==> config.mk <==
export PLATFORM = sky130hd
export DESIGN_NAME = comparator_seq
export DESIGN_NICKNAME = d
export VERILOG_FILES = /design/src/rtl/comparator_seq.sv
export SDC_FILE = /design/constraint.sdc
export NUM_CORES = 1
export LEC_CHECK = 0
export ABC_CLOCK_PERIOD_IN_PS = 4100
export CAP_MARGIN = 30
export CORE_MARGIN = 5
export CORE_UTILIZATION = 56
export CTS_CLUSTER_DIAMETER = 60
export DETAILED_ROUTE_END_ITERATION = 6
export GPL_ROUTABILITY_DRIVEN = 0
export PLACE_DENSITY = 0.86
export RECOVER_POWER = 50
export SLEW_MARGIN = 20
export SYNTH_ARGS = -nofsm -noshare
export SYNTH_HDL_FRONTEND = slang
export SYNTH_SLANG_ARGS = --single-unit
==> constraint.sdc <==
create_clock -name clk -period 4.1 [get_ports clk]
set_clock_uncertainty 0.2 [all_clocks]
set_input_delay 1.23 -clock clk [delete_from_list [all_inputs] [get_ports clk]]
set_output_delay 1.23 -clock clk [all_outputs]
set_load 0.01 [all_outputs]
==> src/rtl/comparator_seq.sv <==
// comparator_seq: multi-cycle magnitude comparator.
//
// Scans the latched operands MSB-first, CHUNK bits per cycle, and stops on
// the first chunk that differs. Signed ordering is handled by flipping the
// sign bit of both operands at accept time, which maps two's-complement
// order onto plain unsigned order so that every chunk compare is unsigned.
//
// Ports:
//   clk          clock, rising-edge active
//   rst          asynchronous active-high reset
//   i_valid      operands/mode presented (sampled only in IDLE)
//   i_ready      block can accept a transaction (IDLE only)
//   a, b         N-bit operands
//   signed_mode  1 = two's-complement ordering, 0 = unsigned ordering
//   o_valid      result available (held through backpressure)
//   o_ready      consumer takes the result
//   equal        a == b
//   less_than    a <  b under the selected ordering
//   greater_than a >  b under the selected ordering
module comparator_seq #(
  parameter int N     = 32,
  parameter int CHUNK = 8
) (
  input  logic         clk,
  input  logic         rst,
  input  logic         i_valid,
  output logic         i_ready,
  input  logic [N-1:0] a,
  input  logic [N-1:0] b,
  input  logic         signed_mode,
  output logic         o_valid,
  input  logic         o_ready,
  output logic         equal,
  output logic         less_than,
  output logic         greater_than
);

  localparam int NUM_CHUNKS = N / CHUNK;
  localparam int IDX_W      = (NUM_CHUNKS > 1) ? $clog2(NUM_CHUNKS) : 1;
  localparam logic [IDX_W-1:0] LAST_IDX = IDX_W'(NUM_CHUNKS - 1);
  localparam logic [IDX_W-1:0] IDX_ONE  = IDX_W'(1);
  localparam logic [IDX_W-1:0] IDX_ZERO = IDX_W'(0);

  typedef enum logic [1:0] {
    IDLE    = 2'd0,
    COMPARE = 2'd1,
    DONE    = 2'd2
  } state_t;

  state_t           state_r, state_s;
  logic [N-1:0]     a_r, a_s;
  logic [N-1:0]     b_r, b_s;
  logic [IDX_W-1:0] idx_r, idx_s;
  logic             i_ready_r, i_ready_s;
  logic             o_valid_r, o_valid_s;
  logic             equal_r, equal_s;
  logic             less_r, less_s;
  logic             greater_r, greater_s;

  // Operands are shifted left after each equal chunk, so the chunk under
  // test always sits in the top CHUNK bits of the working registers.
  logic [CHUNK-1:0] chunk_a_s, chunk_b_s;
  logic [N-1:0]     a_shift_s, b_shift_s;

  assign chunk_a_s = a_r[N-1 -: CHUNK];
  assign chunk_b_s = b_r[N-1 -: CHUNK];

  generate
    if (NUM_CHUNKS > 1) begin : g_shift
      assign a_shift_s = {a_r[N-CHUNK-1:0], {CHUNK{1'b0}}};
      assign b_shift_s = {b_r[N-CHUNK-1:0], {CHUNK{1'b0}}};
    end else begin : g_noshift
      assign a_shift_s = a_r;
      assign b_shift_s = b_r;
    end
  endgenerate

  // Next-state and next-output logic for the compare FSM.
  always_comb begin
    state_s   = state_r;
    a_s       = a_r;
    b_s       = b_r;
    idx_s     = idx_r;
    i_ready_s = i_ready_r;
    o_valid_s = o_valid_r;
    equal_s   = equal_r;
    less_s    = less_r;
    greater_s = greater_r;

    case (state_r)
      IDLE: begin
        if (i_valid && i_ready_r) begin
          state_s   = COMPARE;
          a_s       = a;
          b_s       = b;
          idx_s     = IDX_ZERO;
          i_ready_s = 1'b0;
          o_valid_s = 1'b0;
          equal_s   = 1'b0;
          less_s    = 1'b0;
          greater_s = 1'b0;
          // Flipping the sign bit turns two's-complement order into
          // unsigned order for the whole scan.
          if (signed_mode) begin
            a_s[N-1] = ~a[N-1];
            b_s[N-1] = ~b[N-1];
          end else begin
            a_s[N-1] = a[N-1];
            b_s[N-1] = b[N-1];
          end
        end else begin
          i_ready_s = 1'b1;
        end
      end

      COMPARE: begin
        if (chunk_a_s != chunk_b_s) begin
          less_s    = (chunk_a_s < chunk_b_s);
          greater_s = (chunk_a_s > chunk_b_s);
          o_valid_s = 1'b1;
          state_s   = DONE;
        end else if (idx_r == LAST_IDX) begin
          equal_s   = 1'b1;
          o_valid_s = 1'b1;
          state_s   = DONE;
        end else begin
          idx_s = idx_r + IDX_ONE;
          a_s   = a_shift_s;
          b_s   = b_shift_s;
        end
      end

      DONE: begin
        // Flags are left as-is on release; only the next accept clears them.
        if (o_ready) begin
          o_valid_s = 1'b0;
          i_ready_s = 1'b1;
          state_s   = IDLE;
        end else begin
          o_valid_s = 1'b1;
        end
      end

      default: begin
        state_s   = IDLE;
        i_ready_s = 1'b1;
        o_valid_s = 1'b0;
        equal_s   = 1'b0;
        less_s    = 1'b0;
        greater_s = 1'b0;
      end
    endcase
  end

  // State, working operands, chunk index and registered outputs.
  always_ff @(posedge clk or posedge rst) begin
    if (rst) begin
      state_r   <= IDLE;
      a_r       <= {N{1'b0}};
      b_r       <= {N{1'b0}};
      idx_r     <= IDX_ZERO;
      i_ready_r <= 1'b1;
      o_valid_r <= 1'b0;
      equal_r   <= 1'b0;
      less_r    <= 1'b0;
      greater_r <= 1'b0;
    end else begin
      state_r   <= state_s;
      a_r       <= a_s;
      b_r       <= b_s;
      idx_r     <= idx_s;
      i_ready_r <= i_ready_s;
      o_valid_r <= o_valid_s;
      equal_r   <= equal_s;
      less_r    <= less_s;
      greater_r <= greater_s;
    end
  end

  assign i_ready      = i_ready_r;
  assign o_valid      = o_valid_r;
  assign equal        = equal_r;
  assign less_than    = less_r;
  assign greater_than = greater_r;

endmodule
* Word-level counts from Yosys, hierarchy flattened *
Cells that the tools add are included.
Widths: inputs -> output; s select.

word-level totals
  flip-flop bits (word level) = 73
  input bits = 69
  output and inout port bits = 5
  word-level logic and storage cells = 69

operators by class
  add/sub/neg operators = 1
  $lt $le $gt $ge = 2
  equal/unequal tests = 11
  muxes and demuxes = 33
  bitwise gates (word level) = 4
  reductions and logical operators = 9

operators by type and width
  operator             number
  $mux 32              6
  $pmux 32 s2          2
  $pmux 1 s3           5
  $mux 2               7
  $ne 2x2->1 const B   6
  $mux 1               11
  $gt 8x8->1           1
  $lt 8x8->1           1
  $ne 8x8->1           1
  $reduce_and 4->1     2
  $pmux 2 s3           1
  $reduce_and 3->1     2
  $eq 2x2->1 const B   2
  $not 1->1            4
  $pmux 2 s2           1
  $reduce_and 2->1     2
  $ne 3x3->1 const B   1
  $add 2x1->2 const B  1
  $eq 2x1->1 const B   1
  $logic_not 2->1      1
  $reduce_bool 2->1    1
  $logic_and 1x1->1    1

* Longest topological paths before layout *
Gate-level depths: netlist (run 1).

  word-level depth = 4
  gate-level depth with buffers = 9
  mapped depth without buffers = 7

* Least setup slack after synthesis (run 1) *
No wires, ideal clock.

  path type = input to register
  start point = input port i_valid
  end point = register b_r[13]
  setup time = 119 ps
  arrival time = 2108 ps
  data required time = 3781 ps
  setup slack = 1673 ps
  stages = 5
  buffers on the path = 2
  cells stage by stage = a21boi_1 o21bai_2 buf_6 buf_6 o21ai_2

between the ends
  word-level cells in the longest chain between the ends = 3

RTL lines
  what                               line  text
  from (decl)                        26    input logic i_valid,
  $logic_and 1x1->1                  92    if (i_valid && i_ready_r) begin
  $ne 2x2->1 (no source line)        n/a
  $reduce_and 4->1 (no source line)  n/a
  to (signal assigned)               160   b_r <= {N{1'b0}};
  to (signal assigned)               170   b_r <= b_s;
  to (decl)                          52    logic [N-1:0] b_r, b_s;

Every way passes these cells.
A chain may end at the register's enable or synchronous reset.

* Final worst setup path (run 1) *
  start point = input port i_valid
  end point = register a_r[17]

between the ends
  word-level cells in the longest chain between the ends = 3

RTL lines
  what                               line  text
  $logic_and 1x1->1                  92
  $ne 2x2->1 (no source line)        n/a
  $reduce_and 4->1 (no source line)  n/a
  to (signal assigned)               159   a_r <= {N{1'b0}};
  to (signal assigned)               169   a_r <= a_s;
  to (decl)                          51    logic [N-1:0] a_r, a_s;

Every way passes these cells.

==> impl_metrics.py, run 1 <==
metrics = {
    "layout": {
        "nets": 512,
        "drive_gt1_frac": 0.106,
        "nFillCells": 475,
        "area_growth_pct": 26.2,
        "n_antenna_cell": 0,
        "fin_util": 0.729,
    },
    "drt": {
        "via_count": 2701,
        "drc": 0,
        "drt-initial-drc-count": 105,
        "dr.pass1.iters": 4,
        "drt_wl_total_um": 7710,
        "drt-wirelength-per-cell_um": 15.0,
        "ant_nets": 0,
        "routed_via_density": 5.27,
    },
    "place": {
        "hpwl_um": 5560,
        "numPortBuffers": 73,
    },
    "floorplan": {
        "core_area_um2": 6390,
        "boundaryPins": 74,
        "die_area_um2": 8300,
        "floorplan.initialDensity": 0.577,
        "die_w_um": 91.1,
        "rows": 29,
        "die_height_um": 91.1,
    },
    "worst_setup_path": {
        "cp_max_fo": 34,
        "path_class": "input port to flop",
        "worstRegToRegCells": 8,
        "worst-path-stages": 7,
        "crit_path_end_kind": "flop",
        "cp-start-kind": "input port",
        "slowest_delay_ns": 0.53,
        "crit_slowest_cell": "a21boi_0",
        "cp.arrival_ns": 3.28,
        "r2r_start": "state_r[1]",
        "critPathBufInv": 3,
        "rrSetupSlack_ns": 1.43,
        "crit_family": "compound AO/OA/AOI/OAI gates",
        "reg2reg_to": "a_r[17]",
        "crit_chain": "clkdlybuf4s50_1 > a21boi_0 > o21bai_4 > buf_12 > buf_4 > nand2_1 > o21ai_0",
        "cp.required_ns": 4.15,
    },
    "run": {
        "drv_cap": 0,
    },
    "worst_hold_path": {
        "whs_endpoint": "a_r[13]",
        "hp-class": "flop to flop",
        "min_path_cells": 2,
        "hold_start": "a_r[13]",
    },
    "logic_synthesis": {
        "ys_ff_latch": 73,
        "netlist.area_leader.share": 0.489,
        "syn-cell-area_um2": 3690,
        "synth_nets": 442,
        "yosysMostFrequentCell": "dfrtp_1",
        "async_flop_share": 1.00,
        "synthTopCellsByArea": "dfrtp_1 (49%), mux2i_1 (12%), nand2_1 (7.1%), o21ai_0 (5.7%), ha_1 (4.1%)",
        "syn_inst": 361,
        "synthTopCellsByCount": "dfrtp_1 (72), nand2_1 (70), mux2i_1 (46)",
        "synth_area_leader_cell": "dfrtp_1",
        "synth-edff-count": 0,
        "synth_warnings": 0,
        "synth_cell_types": 35,
        "ys.flop_type": "dfrtp_1",
        "ys_seq_area_frac": 0.496,
        "avgSynthCellArea_um2": 10.2,
    },
    "clock_tree": {
        "postCtsSetupBuffers": 0,
        "cts_hold_buffers": 0,
        "htreeDepth": 3,
        "clockBufferDepth": 2,
        "cts_tree": "built",
        "clk_pin_slew_ns": 0.07,
        "cts_root_buf": "clkbuf_8",
        "numCtsBuffers": 9,
        "cts_sinks": 73,
        "cts_resized": 0,
        "worstSkewPairLatency_ns": 0.34,
    },
    "global_routing": {
        "gr-total-overflow": 0,
        "grt_max_degree": 77,
        "grt_pass1_vias": 2736,
        "antenna_found_initial": 0,
        "gr-usage-all-layers": 0.190,
        "grt_pass1_wl_um": 12800,
    },
    "timing": {
        "finalHoldViolations": 0,
        "setup_viol": 0,
        "tightestPinTransition_ns": 0.878,
        "rsz0062_at_grt": "false",
        "slew_viol_final": 0,
        "clock.fmax_mhz": 309,
        "setup_tns_ns": 0,
        "fin_crit_sh": 0.790,
        "max-slew-margin-rel": 0.414,
        "layout_min_cycle_time_ns": 3.24,
    },
    "power_and_ir_drop": {
        "powerDensity_nw_per_um2": 720,
        "vdd_drop_max_mv": 0.492,
        "leakage_nw": 2.09,
    },
    "outcome": {
        "outcome": "completed",
    },
}
[placed cells by master, fill, tap and decap left out, types with 2 or more instances in the layout]
cell type and instances:
clkbuf_8 11, xnor2_1 2, nand4_1 2, mux2i_1 46, nand2b_1 17, mux2_2 2, dfrtp_1 72, o21ai_1 13
buf_12 2, or2_2 2, inv_1 11, a21oi_1 6, nand3_1 2, clkbuf_1 2, ha_1 11, dlygate4sd3_1 2
clkdlybuf4s50_1 71, clkinv_2 3, buf_4 5, nor2b_1 3, nand2_1 70, o21ai_0 42, o21ai_2 14, nor2_1 8
[tightest hold or removal path: stages, from the launching register on]
cell and delay [ns]:
dfrtp_1 0.34, nand2_1 0.05, o21ai_0 0.06
[stage by stage]
| stage | std cells | power, mW | hold WS (ns) | cell area (um2) | setup WS [ns] |
|---|---|---|---|---|---|
| 6_report | 513 | 3.35 | 0.280 | 4650 | 0.863 |
| 5_1_grt | 513 | 3.63 | 0.299 | 4650 | 0.708 |
| 4_1_cts | 512 | 3.35 | 0.284 | 4630 | 1.07 |
| 3_5_place_dp | 496 | 2.83 | 0.267 | 4450 | 0.749 |
| 3_3_place_gp | 495 | 2.71 | 0.261 | 4430 | 0.765 |
| 2_1_floorplan | 361 | 2.49 | 0.248 | 3690 | 0.818 |
[logic make-up (layout without fill, tap and decap cells)]
kind of cell               after synthesis  in the layout  synth area share
xor gates and xnor gates                 2              2           0.00475
and+or+nand+nor                        109            109             0.138
muxes                                   48             48             0.131
DFF                                     73             73             0.496
adders and majority gates               12             12            0.0407
AOI/OAI and AO/OA                       83             83             0.134
buffers and inverters                   34            109            0.0557
[state kept, by name, indices dropped and copies added, names as in the netlist]
signal,flops
greater_than,1
i_ready,1
b_r,32
a_r,32
state_r,2
less_than,1
o_valid,1
idx_r,2
equal,1
[report_power, final]
part | internal [mW] | switching [mW]
clock | 0.250 | 0.251
combinational | 0.732 | 0.899
sequential | 1.04 | 0.175
total | 2.03 | 1.32
[metal layers]
metal,wire length [um],track usage,part of all wire,vias up
met3,267,0.0314,0.035,19
li1,-,-,-,1377
met5,0,0,0,-
met1,3260,0.229,0.42,1247
met2,3950,0.325,0.51,58
met4,230,0.104,0.030,0
[final cells by class]
cell class,count,area [um2],share of cell area
Multi-Input combinational cell,254,1670,0.360
Sequential cell,73,1830,0.393
Timing Repair Buffer,82,841,0.181
Tap cell,77,96.3,0.0207
Clock inverter,3,15.0,0.00323
Inverter,11,41.3,0.00887
Clock buffer,13,159,0.0341
[how the worst max path moves through the flow]
stage,start,slack [ns],endpoint
after CTS,i_valid,1.07,a_r[17]
final,i_valid,0.86,a_r[17]
after global routing,i_valid,0.71,a_r[24]
after detailed placement,i_valid,0.75,b_r[1]
after global placement,i_valid,0.76,b_r[1]
after floorplan,rst,0.82,a_r[0]
(Power assumes the default switching activity.)
==> run 2, diff against run 1 <==
Settings changed: ABC_CLOCK_PERIOD_IN_PS 4100 to 2900, CORE_UTILIZATION 56 to 47, PLACE_DENSITY 0.86 to 0.77.
Clock period 4.1 ns to 2.9 ns, I/O delays scaled along.
==> run 2 against run 1 <==
  * Combinational power is 37% higher
  * Flip-flop and latch count unchanged
  * Final cell count grew 4.5%
  * Critical endpoint is now i_ready
==> impl_metrics.py, run 2 (same netlist as run 1, synthesis figures left out) <==
metrics = {
    "global_routing": {
        "gr-usage-all-layers": 0.159,
        "grt_max_degree": 72,
        "grt_pass1_wl_um": 12500,
        "antenna_found_initial": 0,
        "gr-total-overflow": 0,
        "grt_pass1_vias": 2748,
    },
    "timing": {
        "layout_min_cycle_time_ns": 2.49,
        "slew_viol_final": 0,
        "setup_ws_ns": 0.410,
        "clock.fmax_mhz": 402,
        "whs_ns": 0.277,
        "rsz0062_at_grt": "false",
        "tightestPinTransition_ns": 1.06,
        "setup_viol": 0,
        "fin_crit_sh": 0.858,
        "setup_tns_ns": 0,
        "max-slew-margin-rel": 0.293,
        "finalHoldViolations": 0,
    },
    "worst_setup_path": {
        "r2r_start": "state_r[1]",
        "slowest_delay_ns": 0.55,
        "crit_path_end": "i_ready",
        "crit_family": "flip-flops",
        "cp_max_fo": 4,
        "crit_chain": "clkdlybuf4s50_1",
        "cp-start-kind": "flop",
        "crit_path_end_kind": "primary output",
        "reg2reg_to": "a_r[20]",
        "cp.arrival_ns": 1.42,
        "worst-path-stages": 1,
        "cp.required_ns": 1.83,
        "crit_slowest_cell": "dfstp_2",
        "critPathBufInv": 1,
        "crit_start": "i_ready",
        "worstRegToRegCells": 5,
        "rrSetupSlack_ns": 0.42,
        "path_class": "flop to primary output",
    },
    "power_and_ir_drop": {
        "vdd_drop_max_mv": 0.464,
        "leakage_nw": 2.12,
        "powerDensity_nw_per_um2": 1060,
    },
    "place": {
        "hpwl_um": 5380,
        "numPortBuffers": 73,
        "pre_cts_ws_ns": 0.128,
        "dp_cells": 520,
    },
    "floorplan": {
        "core_area_um2": 7690,
        "die_height_um": 98.6,
        "floorplan.initialDensity": 0.479,
        "rows": 32,
        "die_w_um": 98.6,
        "boundaryPins": 74,
        "die_area_um2": 9710,
    },
    "clock_tree": {
        "htreeDepth": 3,
        "numCtsBuffers": 9,
        "clockBufferDepth": 2,
        "cts_tree": "built",
        "cts_sinks": 73,
        "cts_resized": 0,
        "cts_root_buf": "clkbuf_8",
        "worstSkewPairLatency_ns": 0.34,
        "cts_hold_buffers": 0,
        "postCtsSetupBuffers": 0,
        "clk_pin_slew_ns": 0.07,
    },
    "drt": {
        "drt_wl_total_um": 7370,
        "wl_met1_um": 3130,
        "drc": 0,
        "drt-initial-drc-count": 89,
        "drt-wirelength-per-cell_um": 13.8,
        "dr_wl_met2_um": 3900,
        "routed_via_density": 4.96,
        "top_layer": "met4",
        "via_count": 2661,
        "ant_nets": 0,
        "dr.pass1.iters": 4,
        "wl_met3_um": 239,
    },
    "layout": {
        "nets": 510,
        "drive_gt1_frac": 0.104,
        "final_cells": 536,
        "reg_top3": "a_r x32, b_r x32",
        "area_growth_pct": 29.3,
        "n_antenna_cell": 0,
        "layout_common_cells": "dfrtp_1 (72), clkdlybuf4s50_1 (72), nand2_1 (70), mux2i_1 (46), o21ai_0 (42)",
    },
    "worst_hold_path": {
        "hp-class": "flop to flop",
    },
    "run": {
        "drv_cap": 0,
    },
    "outcome": {
        "outcome": "completed",
    },
}
==> run 2: cell types whose count changed in the layout (fill, tap and decap cells not counted), sizes merged <==
cell,delta
clkbuf,-1
clkdlybuf4s50,+1
dlygate4sd3,-1
bufinv,+4
clkinv,-2
buf,-3
clkinvlp,+1
inv,-1
==> run 2: layer usage <==
layer  vias to the layer above  GRT usage
li1                       1366          -
met1                      1240      0.194
met2                        46      0.282
met3                         9     0.0276
met4                         0     0.0599
met5                         -          0
==> run 2: layout make-up <==
cell class                 instances  area, um2
timing repair buffer              80        830
multi-input combinational        254       1660
inverter                          11       42.5
clock buffer                      11        151
sequential                        73       1830
clock inverter                     5        125
tap                              102        128
fill                             643       2920
==> run 2: power breakdown <==
| group | internal (mW) | leakage [nW] | total, mW | switching, mW |
|---|---|---|---|---|
| Clock | 0.704 | 0.140 | 1.08 | 0.373 |
| Sequential | 1.48 | 0.925 | 1.71 | 0.237 |
| Combinational | 1.02 | 1.06 | 2.24 | 1.22 |
==> run 2: worst min-delay path by stage <==
| stage | slack [ns] | cells past startpoint | startpoint | to |
|---|---|---|---|---|
| global route | 0.30 | 2 | b_r[1] | b_r[1] |
| global placement | 0.26 | 2 | a_r[0] | a_r[0] |
| detailed placement | 0.27 | 2 | b_r[18] | b_r[18] |
| floorplan | 0.25 | 2 | a_r[0] | a_r[0] |
| CTS | 0.28 | 2 | b_r[18] | b_r[18] |
| finish | 0.28 | 2 | b_r[18] | b_r[18] |
==> run 2: per-stage QoR <==
stage,power [mW],area [um2],utilization
2_1_floorplan,3.53,3690,-
3_3_place_gp,3.92,4520,0.588
3_5_place_dp,4.02,4520,0.588
4_1_cts,5.12,4800,0.624
5_1_grt,5.46,4760,0.620
6_report,5.04,4760,0.620
==> run 3, diff against run 2 <==
Settings changed: ABC_CLOCK_PERIOD_IN_PS 2900 to 3000, CORE_UTILIZATION 47 to 56, PLACE_DENSITY 0.77 to 0.86.
Clock period 2.9 ns to 3 ns, I/O delays scaled along.
==> run 3 against run 2 <==
  * Flip-flop and latch count stayed put
  * Non-clock buffer count stayed put
  * Worst setup slack better by 0.056 ns
  * Register-to-register slack better by 0.31 ns
  * Combinational power is 2% lower
  * Die area is 15% lower
  * First-iteration DRC count is 79% higher
  * Clock-buffer cell count stayed put
  * Largest cell class unchanged
  * Highest routed layer unchanged
==> impl_metrics.py, run 3 (same netlist as run 1, synthesis figures left out) <==
metrics = {
    "outcome": {
        "outcome": "completed",
    },
    "clock_tree": {
        "clk_pin_slew_ns": 0.08,
        "cts_hold_buffers": 0,
        "cts_root_buf": "clkbuf_8",
        "worstSkewPairLatency_ns": 0.35,
        "cts_tree": "built",
        "clockBufferDepth": 2,
        "postCtsSetupBuffers": 0,
        "numCtsBuffers": 9,
        "htreeDepth": 3,
        "cts_resized": 0,
        "cts_sinks": 73,
    },
    "floorplan": {
        "die_height_um": 91.1,
        "core_area_um2": 6390,
        "floorplan.initialDensity": 0.577,
        "boundaryPins": 74,
        "die_area_um2": 8300,
        "rows": 29,
        "die_w_um": 91.1,
    },
    "worst_hold_path": {
        "hp-class": "flop to flop",
    },
    "layout": {
        "nets": 510,
        "layout_common_cells": "dfrtp_1 (72), clkdlybuf4s50_1 (71), nand2_1 (70), mux2i_1 (46), o21ai_0 (42)",
        "drive_gt1_frac": 0.104,
        "area_growth_pct": 26.6,
        "n_antenna_cell": 0,
        "fin_util": 0.731,
        "reg_top3": "a_r x32, b_r x32",
        "layout_commonest_cell": "dfrtp_1",
        "final_cells": 511,
    },
    "worst_setup_path": {
        "worstRegToRegCells": 6,
        "cp-start-kind": "flop",
        "cp.arrival_ns": 1.43,
        "cp.required_ns": 1.90,
        "slowest_delay_ns": 0.55,
        "crit_chain": "clkdlybuf4s50_1",
        "critPathBufInv": 1,
        "crit_path_end_kind": "primary output",
        "rrSetupSlack_ns": 0.73,
        "crit_path_end": "i_ready",
        "path_class": "flop to primary output",
        "cp_max_fo": 4,
        "reg2reg_to": "greater_than",
        "worst-path-stages": 1,
        "r2r_start": "a_r[25]",
        "crit_start": "i_ready",
        "crit_family": "flip-flops",
        "crit_slowest_cell": "dfstp_2",
    },
    "drt": {
        "ant_nets": 0,
        "drt_wl_total_um": 7600,
        "routed_via_density": 5.31,
        "drc": 0,
        "dr.pass1.iters": 4,
        "drt-initial-drc-count": 159,
        "drt-wirelength-per-cell_um": 14.9,
        "via_count": 2714,
    },
    "timing": {
        "setup_viol": 0,
        "slew_viol_final": 0,
        "setup_tns_ns": 0,
        "layout_min_cycle_time_ns": 2.53,
        "setup_ws_ns": 0.466,
        "clock.fmax_mhz": 395,
        "max-slew-margin-rel": 0.565,
        "finalHoldViolations": 0,
        "fin_crit_sh": 0.845,
        "rsz0062_at_grt": "false",
        "tightestPinTransition_ns": 0.636,
    },
    "power_and_ir_drop": {
        "vdd_drop_max_mv": 0.786,
        "powerDensity_nw_per_um2": 992,
        "leakage_nw": 2.09,
    },
    "global_routing": {
        "grt_max_degree": 60,
        "grt_pass1_wl_um": 13200,
        "antenna_found_initial": 0,
        "grt_pass1_vias": 2818,
        "gr-total-overflow": 0,
        "gr-usage-all-layers": 0.197,
    },
    "place": {
        "pre_cts_ws_ns": 0.294,
        "hpwl_um": 5430,
        "dp_cells": 495,
        "numPortBuffers": 73,
    },
    "run": {
        "drv_cap": 0,
    },
}
run 3: layout make-up:
cell class              count  area, um2
clock inverters             5       55.1
flip-flops and latches     73       1830
multi-input cells         254       1670
fillers                   471       1720
well taps                  77       96.3
repair buffers             80        833
inverters                  11       41.3
clock buffers              11        141
run 3: how the worst min path moves through the flow:
| stage | startpoint | end | cells after the start |
|---|---|---|---|
| final | b_r[17] | b_r[17] | 2 |
| after global routing | b_r[21] | b_r[21] | 2 |
| after CTS | b_r[17] | b_r[17] | 2 |
| after detailed placement | b_r[17] | b_r[17] | 2 |
| after global placement | b_r[17] | b_r[17] | 2 |
| after floorplan | a_r[0] | a_r[0] | 2 |
run 3: stage by stage:
step | cell area [um2] | total power, mW | hold WS (ns)
floorplan | 3690 | 3.41 | 0.248
global placement | 4470 | 3.75 | 0.260
detailed placement | 4470 | 3.88 | 0.268
CTS | 4670 | 4.67 | 0.283
global route | 4670 | 5.05 | 0.303
finish | 4670 | 4.63 | 0.279
run 3: routing by layer:
metal / part of all wire / routed length [um] / GRT usage / vias up
met2: 0.50 / 3800 / 0.323 / 60
met1: 0.42 / 3210 / 0.246 / 1261
li1: - / - / - / 1373
met4: 0.035 / 267 / 0.0966 / 0
met5: 0 / 0 / 0 / -
met3: 0.043 / 324 / 0.0413 / 20
run 3: power by group:
part / internal (mW) / leakage [nW] / switching (mW)
clock: 0.404 / 0.0953 / 0.368
combinational: 0.985 / 1.07 / 1.21
sequential: 1.43 / 0.925 / 0.242
total: 2.82 / 2.09 / 1.82
